===== src/rtl/emu_pkg.sv =====
// Shared definitions for the emulation transactor: step FSM encoding,
// host read-map offsets (relative to OUT_BYTES) and step-count helpers.
package emu_pkg;

    typedef enum logic [1:0] {
        ST_IDLE    = 2'd0,
        ST_RUN     = 2'd1,
        ST_CAPTURE = 2'd2
    } step_state_t;

    localparam int CYC_CNT_OFFSET = 0;
    localparam int STATUS_OFFSET  = 4;

    localparam logic [8:0] STEP_COUNT_ZERO = 9'd256;

    // A host step count of zero requests the maximum run length.
    function automatic logic [8:0] step_count(input logic [7:0] din);
        return (din == 8'd0) ? STEP_COUNT_ZERO : {1'b0, din};
    endfunction

endpackage


===== src/rtl/emu_step_fsm.sv =====
// Step sequencer: runs the DUT for N enabled cycles, then raises a one-cycle
// capture pulse before returning to idle.
module emu_step_fsm
    import emu_pkg::*;
(
    input  logic       clk_emu,
    input  logic       rst_emu,
    input  logic       start,
    input  logic [7:0] step_din,
    output logic       idle,
    output logic       dut_ce,
    output logic       busy,
    output logic       capture
);

    step_state_t state;
    logic [8:0]  remaining;

    assign idle = (state == ST_IDLE);

    // dut_ce drops on the same edge that counts the last enabled cycle, so the
    // capture cycle sees the DUT exactly N edges after the step began.
    always_ff @(posedge clk_emu or posedge rst_emu) begin
        if (rst_emu) begin
            state     <= ST_IDLE;
            remaining <= '0;
            dut_ce    <= 1'b0;
            busy      <= 1'b0;
            capture   <= 1'b0;
        end else begin
            case (state)
                ST_IDLE: begin
                    capture <= 1'b0;
                    if (start) begin
                        state     <= ST_RUN;
                        remaining <= step_count(step_din);
                        dut_ce    <= 1'b1;
                        busy      <= 1'b1;
                    end
                end
                ST_RUN: begin
                    remaining <= remaining - 9'd1;
                    if (remaining == 9'd1) begin
                        state   <= ST_CAPTURE;
                        dut_ce  <= 1'b0;
                        capture <= 1'b1;
                    end
                end
                ST_CAPTURE: begin
                    state   <= ST_IDLE;
                    busy    <= 1'b0;
                    capture <= 1'b0;
                end
                default: begin
                    state   <= ST_IDLE;
                    dut_ce  <= 1'b0;
                    busy    <= 1'b0;
                    capture <= 1'b0;
                end
            endcase
        end
    end

endmodule


===== src/rtl/emu_transactor.sv =====
// Host-side transactor for an emulated DUT: stimulus buffering, output capture,
// cycle accounting and a registered host read port.
module emu_transactor
    import emu_pkg::*;
#(
    parameter int STIM_BYTES = 1,
    parameter int OUT_BYTES  = 3,
    parameter int ADDR_W     = 3
) (
    input  logic                    clk_emu,
    input  logic                    rst_emu,
    input  logic [7:0]              Din_emu,
    input  logic [ADDR_W-1:0]       Addr_emu,
    input  logic                    wr_emu,
    input  logic                    load_emu,
    input  logic                    get_emu,
    input  logic                    step_emu,
    output logic [7:0]              Dout_emu,
    output logic                    busy_emu,
    output logic [STIM_BYTES*8-1:0] stim_out,
    output logic                    dut_ce,
    input  logic [OUT_BYTES*8-1:0]  vect_in
);

    logic                   fsm_idle;
    logic                   capture;
    logic                   step_go;
    logic                   load_go;
    logic                   get_go;
    logic                   wr_go;
    int                     addr_idx;
    logic [7:0]             stim_buf [STIM_BYTES];
    logic [OUT_BYTES*8-1:0] vect_buf;
    logic [31:0]            cyc_cnt;
    logic                   ovf;
    logic [7:0]             rd_data;

    assign addr_idx = 32'(Addr_emu);

    // One command per cycle, highest priority wins, and nothing is accepted mid-step.
    assign step_go = fsm_idle & step_emu;
    assign load_go = fsm_idle & ~step_emu & load_emu;
    assign get_go  = fsm_idle & ~step_emu & ~load_emu & get_emu;
    assign wr_go   = fsm_idle & ~step_emu & ~load_emu & ~get_emu & wr_emu;

    emu_step_fsm u_step_fsm (
        .clk_emu  (clk_emu),
        .rst_emu  (rst_emu),
        .start    (step_go),
        .step_din (Din_emu),
        .idle     (fsm_idle),
        .dut_ce   (dut_ce),
        .busy     (busy_emu),
        .capture  (capture)
    );

    always_ff @(posedge clk_emu or posedge rst_emu) begin
        if (rst_emu) begin
            for (int k = 0; k < STIM_BYTES; k++) stim_buf[k] <= 8'h00;
            stim_out <= '0;
            vect_buf <= '0;
        end else begin
            for (int k = 0; k < STIM_BYTES; k++) begin
                if (wr_go && addr_idx == k) stim_buf[k] <= Din_emu;
                if (step_go || load_go) stim_out[8*k +: 8] <= stim_buf[k];
            end
            if (get_go || capture) vect_buf <= vect_in;
        end
    end

    // The overflow flag is sticky until reset so the host can spot a wrapped count.
    always_ff @(posedge clk_emu or posedge rst_emu) begin
        if (rst_emu) begin
            cyc_cnt <= '0;
            ovf     <= 1'b0;
        end else if (dut_ce) begin
            cyc_cnt <= cyc_cnt + 32'd1;
            if (cyc_cnt == 32'hFFFF_FFFF) ovf <= 1'b1;
        end
    end

    always_comb begin
        rd_data = 8'h00;
        for (int k = 0; k < OUT_BYTES; k++) begin
            if (addr_idx == k) rd_data = vect_buf[8*k +: 8];
        end
        for (int k = 0; k < 4; k++) begin
            if (addr_idx == OUT_BYTES + CYC_CNT_OFFSET + k) rd_data = cyc_cnt[8*k +: 8];
        end
        if (addr_idx == OUT_BYTES + STATUS_OFFSET) rd_data = {busy_emu, 6'b0, ovf};
    end

    always_ff @(posedge clk_emu or posedge rst_emu) begin
        if (rst_emu) Dout_emu <= 8'h00;
        else         Dout_emu <= rd_data;
    end

endmodule


===== config.mk =====
export PLATFORM = sky130hd
export DESIGN_NAME = emu_transactor
export DESIGN_NICKNAME = d
export VERILOG_FILES = /design/src/rtl/emu_pkg.sv /design/src/rtl/emu_step_fsm.sv /design/src/rtl/emu_transactor.sv
export SDC_FILE = /design/constraint.sdc
export NUM_CORES = 1
export LEC_CHECK = 0
export CORE_UTILIZATION = 40
export CTS_CLUSTER_DIAMETER = 30
export CTS_CLUSTER_SIZE = 8
export DETAILED_ROUTE_END_ITERATION = 8
export MAX_ROUTING_LAYER = met4
export PLACE_DENSITY = 0.66
export SLEW_MARGIN = 0
export SYNTH_ARGS = -nofsm -noshare
export SYNTH_HDL_FRONTEND = slang
export SYNTH_SLANG_ARGS = --single-unit
export TNS_END_PERCENT = 1

===== constraint.sdc =====
create_clock -name clk_emu -period 7.3 [get_ports clk_emu]
set_input_delay 1.46 -clock clk_emu [delete_from_list [all_inputs] [get_ports clk_emu]]
set_output_delay 1.46 -clock clk_emu [all_outputs]
set_load 0.02 [all_outputs]

==> results.md, run 1 <==
Status:
- The flow ran to the end, and the final reports show no timing, DRC or antenna violations.

STA:
- The setup TNS is 0 ns.
- On the final layout, the worst clock skew is 0.0124 ns.
- Setup violations remaining at the end of the flow were counted as 0.
- Timing would allow up to 312 MHz.
- The pin slew with the least headroom to its limit is 1.17 ns.
- Headroom to the max-slew limit came out at 0.221.
- The shortest period the worst path allows is 3.21 ns.
- Across all hold checks on the routed design, the worst slack comes to 0.496 ns.
- Setup repair after global routing left no endpoint under its margin.
- The final hold violation count came to 0.
- The portion of the clock cycle consumed by the worst path in the final layout is 0.440.
- The count of final max-slew check failures is 0.

Drt:
- In the final routing, the length of wire on met1 measures 4390 um.
- For this run, design rule violations remaining after detail routing come to 0.
- The uppermost layer routed is met4.
- The wire length per cell after detailed routing is 16.8 um.
- The routed layout has 3,188 vias.
- Summed over all nets, wire length on met2 after detailed routing comes to 4670 um.
- Detailed routing placed a total of 500 um of wire on met3.
- After detailed routing, the number of vias per cell comes to 5.53.
- The starting DRC count in detailed routing is 121.
- The count of antenna-violating nets left after detailed routing is 0.
- The final wirelength is 9670 um.
- The iteration count of the initial detailed-routing pass is 4.

Synthesis:
- After synthesis, the mean cell area works out to 11.9 um^2.
- The largest area contributor in the synthesized netlist is dfrtp_1.
- The proportion of synthesized chip area in sequential cells is 0.535.
- The top-area cell type share of the netlist area is 0.535.
- The number of cells produced by synthesis is 375.
- The cell area that synthesis handed to floorplanning was 4440 um^2.
- The main flop type after synthesis is dfrtp_1.
- When the netlist entered floorplanning its net count stood at 419.
- The synthesis-stage register bit count is 95.
- Ranked by total cell area, the synthesized netlist is headed by dfrtp_1 (53%), mux2_2 (10%), xnor2_1 (4.7%), mux2i_1 (3.2%), nand3_1 (2.1%).
- Yosys printed 0 warnings.
- The unique cell type count in the Yosys netlist is 49.
- Counting flops with a built-in enable in the synthesized netlist gives 0.
- In the synthesized netlist the async set-or-reset flop fraction comes to 1.00.

Clock tree:
- The clock tree from TritonCTS is built.
- Post-CTS timing repair inserted 0 buffers for setup.
- The count of instances resized after the clock tree is built is 0.
- The insertion delay to the later sink of the worst-skew pair is 0.36 ns.
- After clock tree synthesis, the clock-pin slew on the worst setup and hold paths is 0.09 ns.
- The quantity of hold-fixing buffers added after cts is 0.
- CTS placed an instance of clkbuf_8 at the clock tree root.
- The H-tree generated during clock tree synthesis spans 3 levels.
- The number of clock buffers added by TritonCTS is 9.
- The worst-case clock buffer depth is 2.
- Clock tree synthesis found a total of 95 sinks.

GRT:
- The number of antenna violations at the first check in global routing was 0.
- The number of global-route vias before repair is 3,177.
- The global-route congestion overflow total is 0.
- The first-pass GRT wire length is 16,000 um.
- Entering global routing, the biggest net connects 66 pins.
- The total routing resource utilization after global routing is 0.188.

Setup path:
- The largest fanout on the critical path is 11.
- At the worst endpoint, the required time is 7.55 ns.
- The number of cells traversed by the worst register-to-register path is 3.
- Tracing the worst setup path back leads to its startpoint at step_emu.
- The arrival time reported for the critical path endpoint is 3.46 ns.
- The worst register-to-register path begins at u_step_fsm.state[0]$_DFFE_PP0P_.
- The capture point of the critical path is u_step_fsm.remaining[5]$_DFFE_PP0P_.
- The critical path class is primary input to flip-flop.
- The worst reg-to-reg setup slack is 5.24 ns.
- STA classifies the critical path startpoint as a primary input.
- The worst register-to-register path ends at u_step_fsm.remaining[5]$_DFFE_PP0P_.
- The endpoint class of the critical path is a flip-flop.

Floorplanning:
- The floorplan has 38 rows.
- The starting density of the core is 0.410.
- The die span in x is 107 um.
- The number of placed I/O pins is 59.
- The height of the die is 107 um.
- The placeable core region is 10,800 um^2.
- The die covers 11,500 um^2.

Layout:
- The fill cell instance count of the final layout is 991.
- The finished cells cover 5390 um^2.
- The area added between synthesis and finish is 21.4%.
- For this run, the post-layout net count is 476.
- The post-layout instance count excluding filler cells is 577.
- The most frequent standard cell in the layout excluding fill and tap cells is dfrtp_1.
- Of the cells placed in the final design, the portion with a size suffix greater than 1 is 0.169.
- The antenna cell count is 0.
- In the layout the commonest cells are dfrtp_1 (95), clkdlybuf4s50_1 (58), mux2_2 (41).

Place:
- The number of buffer cells added on primary ports is 58.
- At the end of routability-driven placement, the weighted congestion stood at 0.918.
- The placed instance area is 5160 um^2.
- The number of placed instances, taps included, is 561.
- After legalization and detailed placement, the total HPWL measured 7000 um.

Power:
- The power density of the placed cells is 306 nW/um^2.
- Across the VDD grid, the largest voltage drop is 140 uV.
- The standby leakage power is 2.31 nW.

Worst hold path:
- In this run the worst hold path is classified as flip-flop to flip-flop.

Run:
- The number of max-cap violations is 0.
## final cells by class
type | instances | area, um^2 | share of cell area
Clock buffer | 10 | 128 | 0.0237
Clock inverter | 6 | 109 | 0.0202
Inverter | 8 | 31.3 | 0.00580
Multi-Input combinational cell | 256 | 1960 | 0.364
Sequential cell | 95 | 2380 | 0.441
Tap cell | 140 | 175 | 0.0325
Timing Repair Buffer | 62 | 611 | 0.113
## worst min-delay path by stage
stage	start	endpoint	slack, ns	cells past startpoint
after floorplan	ovf$_DFFE_PP0P_	ovf$_DFFE_PP0P_	0.44	1
after global placement	ovf$_DFFE_PP0P_	ovf$_DFFE_PP0P_	0.47	1
after detailed placement	ovf$_DFFE_PP0P_	ovf$_DFFE_PP0P_	0.48	1
after CTS	ovf$_DFFE_PP0P_	ovf$_DFFE_PP0P_	0.50	1
after global routing	ovf$_DFFE_PP0P_	ovf$_DFFE_PP0P_	0.52	1
final	ovf$_DFFE_PP0P_	ovf$_DFFE_PP0P_	0.50	1
## cells by family after synthesis
kind of cell,after synthesis,share of synthesized area
AOI/OAI and AO/OA,49,0.0819
xor gates and xnor gates,31,0.0628
adders and majority gates,3,0.00845
buffers and inverters,24,0.0234
DFF,95,0.535
muxes,57,0.146
and+or+nand+nor,116,0.143
## through the flow
step	power, mW	setup WS, ns	util
after floorplan	1.10	3.36	-
after global placement	1.24	3.78	0.476
after detailed placement	1.26	3.75	0.476
after CTS	1.67	4.15	0.498
after global routing	1.75	3.98	0.498
final	1.65	4.09	0.498
## sequential cells by signal, summed over array words and instances (netlist names)
signal                flops
u_step_fsm.state          2
u_step_fsm.busy           1
u_step_fsm.dut_ce         1
Dout_emu                  8
stim_buf                  8
stim_out                  8
u_step_fsm.remaining      9
ovf                       1
u_step_fsm.capture        1
vect_buf                 24
cyc_cnt                  32
## cell usage after synthesis, types with 2 or more instances
library cell / instances
nand4_1: 12
a22o_1: 6
mux2_2: 41
a211oi_1: 4
ha_1: 3
and2_1: 2
xnor2_1: 24
a311oi_1: 2
nor3_1: 6
nor4_1: 7
mux4_2: 2
inv_1: 8
buf_4: 2
buf_2: 5
o21a_1: 2
nand2b_1: 2
nor4_2: 2
nor2_1: 23
mux2i_1: 14
nor3_2: 2
nor2b_1: 4
a22oi_1: 2
o221ai_1: 6
dfrtp_1: 95
a21oi_1: 13
o21ai_0: 2
nand3_1: 19
o311ai_0: 2
xor2_1: 6
and3_1: 5
clkbuf_1: 9
nand2_1: 25
a221o_1: 2
## layer usage
metal | global-route usage | up-vias
met2 | 0.301 | 95
met4 | 0.0479 | 0
met3 | 0.0521 | 8
met1 | 0.237 | 1608
li1 | - | 1477
met5 | - | -
## worst max-delay path, cell delays in order
cell and delay [ns]:
clkdlybuf4s50_1 0.55, nor3b_1 0.96, a31oi_1 0.15, a221o_1 0.35
## where the power goes
| group | internal [mW] | switching [mW] | total [mW] |
|---|---|---|---|
| logic | 0.247 | 0.211 | 0.457 |
| clock network | 0.227 | 0.177 | 0.404 |
| registers | 0.669 | 0.121 | 0.791 |
Note: power is estimated with default switching activity, not from simulation.
==> run 2: changes to the inputs <==
Clock period 7.3 ns to 3.05 ns, I/O delays scaled along.
==> results.md, run 2 (same netlist as run 1, synthesis figures left out) <==
GRT:
- The global-route congestion overflow total came to 0 (unchanged).
- The largest net degree at the start of global routing is 31 (was 66).
- The number of global-route vias before repair is 3,256 (was 3,177).
- The total routing resource utilization after global routing is 0.191 (was 0.188).
- The number of antenna violations at the first check in global routing is 0 (unchanged).
- The first-pass GRT wire length came to 16,500 um (was 16,000 um).

Floorplanning:
- The number of placed I/O pins is 59 (unchanged).
- The placeable core region is 10,800 um^2 (unchanged).
- The starting density of the core is 0.410 (unchanged).
- The die area is 11,500 um^2 (unchanged).
- The number of standard-cell rows in the floorplan came to 38 (unchanged).
- The die span in x was 107 um (unchanged).
- The height of the die is 107 um (unchanged).

STA:
- The setup TNS was 0 ns (unchanged).
- Unrepaired setup endpoints after global routing: false (unchanged).
- The post-route clock skew is 0.0113 ns (was 0.0124 ns).
- The count of final max-slew check failures is 0 (unchanged).
- The pin slew with the least headroom to its limit is 0.669 ns (was 1.17 ns).
- The final hold violation count is 0 (unchanged).
- The worst slew slack as a fraction of its limit came to 0.553 (was 0.221).
- For this run, the top clock speed supported by timing is 453 MHz.
- The shortest period the worst path allows is 2.21 ns.
- Of the available clock period, the critical path in the final layout requires 0.724.
- The worst hold margin came to 0.509 ns (was 0.496 ns).
- The setup violation total in the final timing report was 0 (unchanged).

Setup path:
- The required time of the critical path is 2.44 ns (was 7.55 ns).
- The worst reg-to-reg setup slack is 1.16 ns (was 5.24 ns).
- The cell family contributing the most delay on the critical path is buffers and inverters (was simple AND/OR/NAND/NOR gates).
- The critical path's largest stage delay was 0.68 ns (was 0.96 ns).
- The slowest cell on the critical path is clkdlybuf4s50_1 (was nor3b_1).
- The arrival time reported for the critical path endpoint is 1.60 ns (was 3.46 ns).
- The endpoint class of the critical path is a primary output (was flip-flop).
- The combined buffer and inverter count along the critical path came to 1 (unchanged).
- The number of cells traversed by the worst register-to-register path is 5 (was 3).
- The terminus of the critical flop-to-flop path is cyc_cnt[19]$_DFFE_PP0P_ (was u_step_fsm.remaining[5]$_DFFE_PP0P_).
- The sort of element at the start of the critical path is a flip-flop (was primary input).
- The critical path class was flip-flop to primary output (was primary input to flip-flop).
- Critical path, cell by cell: clkdlybuf4s50_1 (was clkdlybuf4s50_1 > nor3b_1 > a31oi_1 > a221o_1).
- The largest fanout on the critical path was 9 (was 11).
- The launch point of the worst reg-to-reg path is cyc_cnt[8]$_DFFE_PP0P_ (was u_step_fsm.state[0]$_DFFE_PP0P_).

Layout:
- The area added between synthesis and finish is 23.2% (was 21.4%).
- The proportion of layout cells with a drive suffix above 1 is 0.187 (was 0.169).
- The number of nets in the final layout came to 484 (was 476).
- The most frequent standard cell in the layout excluding fill and tap cells is dfrtp_1 (unchanged).
- Highest-count cells in the layout ignoring fill and taps: dfrtp_1 (95), clkdlybuf4s50_1 (58), mux2_2 (41) (unchanged).
- The fill cell instance count of the final layout is 989 (was 991).
- The register with the most flip-flops is cyc_cnt (unchanged).
- The antenna cell count is 0 (unchanged).
- The flip-flop count of the largest register after layout is 32 (unchanged).
- Registers with the most flip-flops: cyc_cnt: 32 flops, vect_buf: 24 flops, u_step_fsm.remaining: 9 flops (unchanged).

Worst hold path:
- The startpoint of the most critical hold path is stim_buf[3]$_DFFE_PP0P_ (was ovf$_DFFE_PP0P_).
- The type of the tightest min-delay check is flip-flop to flip-flop (unchanged).
- The sink of the worst hold path is stim_buf[3]$_DFFE_PP0P_ (was ovf$_DFFE_PP0P_).
- The depth of the worst hold-timing path came to 1 (unchanged).

Clock tree:
- The count of buffers added by post-CTS timing repair for setup is 0 (unchanged).
- The count of instances resized after the clock tree is built was 0 (unchanged).
- The clock transition at the register clock pins on the worst setup and hold paths after CTS is 0.09 ns (about the same).
- The worst-case clock buffer depth is 2 (unchanged).
- The number of buffers added by the clock tree synthesis step is 9 (unchanged).
- The clock tree from TritonCTS is built (unchanged).
- The insertion delay to the later sink of the worst-skew pair came to 0.36 ns (about the same).
- The quantity of hold-fixing buffers added after cts is 0 (unchanged).
- The clock sink count is 95 (unchanged).
- The level count of the clock H-tree was 3 (unchanged).
- The clock tree root buffer cell is clkbuf_8 (unchanged).

Drt:
- The iteration count of the initial detailed-routing pass is 4 (unchanged).
- The final wirelength is 9740 um (was 9670 um).
- The detailed-route DRC error count was 0 (unchanged).
- The count of antenna-violating nets left after detailed routing is 0 (unchanged).
- The wire length per cell after detailed routing is 16.7 um (was 16.8 um).
- The total via count in the routed design is 3,179 (was 3,188).
- The starting DRC count in detailed routing is 179 (was 121).
- The ratio of routed vias to standard cells is 5.43 (was 5.53).

Power:
- The power density of the placed cells was 728 nW/um^2 (was 306 nW/um^2).
- The standby leakage power came to 2.35 nW (was 2.31 nW).
- The cell internal power dissipation is 2.75 mW (was 1.14 mW).
- The switching share of total power is 0.311 (was 0.308).
- The fraction of power consumed by combinational cells is 0.278 (was 0.277).
- The fraction of power consumed by sequential logic was 0.474 (was 0.479).
- The switching power is 1.24 mW (was 0.509 mW).
- The worst IR drop on VDD is 301 uV (was 140 uV).
- The share of total power in the clock network is 0.248 (was 0.245).

Status:
- Status: finished, final reports clean (unchanged).

Run:
- The number of max-cap violations was 0 (unchanged).

Place:
- The final estimated routing congestion in global placement was 0.874 (was 0.918).
- The half-perimeter wire length after placement came to 7260 um (was 7000 um).
- The number of buffer cells added on primary ports is 58 (unchanged).
run 2: cell count changes in the layout (fill, tap and decap cells not counted), sizes merged:
cell	change
clkinv	-2
inv	+1
clkbuf	-1
buf	+8
clkinvlp	+2
run 2: per-stage QoR:
stage	util	instance area (um^2)	cells	setup slack, ns	power, mW
floorplan	-	4450	375	1.31	2.64
global placement	0.483	5230	569	0.643	2.98
detailed placement	0.483	5230	569	0.592	3.03
CTS	0.505	5480	585	0.836	4.03
global route	0.505	5480	585	0.789	4.23
finish	0.505	5480	585	0.843	3.99
run 2: cell type report:
type                       instances  area, um^2  area share
multi-input combinational        256        1960       0.358
inverter                           8        33.8     0.00617
sequential                        95        2380       0.434
timing repair buffer              70         683       0.125
clock buffer                       9         124      0.0226
tap                              140         175      0.0320
clock inverter                     7         120      0.0219
run 2: layer usage:
metal / global-route usage / vias to the layer above / share of wire
met4: 0.0646 / 0 / 0.018
li1: - / 1486 / -
met5: - / - / 0
met2: 0.306 / 100 / 0.48
met1: 0.242 / 1579 / 0.44
met3: 0.0412 / 14 / 0.060
run 2: how the worst max path moves through the flow:
stage                              endpoint  depth (start not counted)  slack [ns]                          start
floorplan           stim_buf[0]$_DFFE_PP0P_                          4        1.31                    Addr_emu[1]
global placement      Dout_emu[0]$_DFF_PP0_                          6        0.64                    Addr_emu[1]
detailed placement    Dout_emu[0]$_DFF_PP0_                          6        0.59                    Addr_emu[1]
CTS                                  dut_ce                          1        0.84  u_step_fsm.dut_ce$_DFFE_PP0P_
global route                         dut_ce                          1        0.79  u_step_fsm.dut_ce$_DFFE_PP0P_
finish                               dut_ce                          1        0.84  u_step_fsm.dut_ce$_DFFE_PP0P_
run 2: power groups by stage:
stage               combinational, mW  sequential (mW)  clock, mW
global route                     1.22             1.94       1.07
finish                           1.11             1.89      0.988
floorplan                       0.757             1.88          0
CTS                              1.12             1.89       1.02
global placement                 1.08             1.90          0
detailed placement               1.12             1.91          0
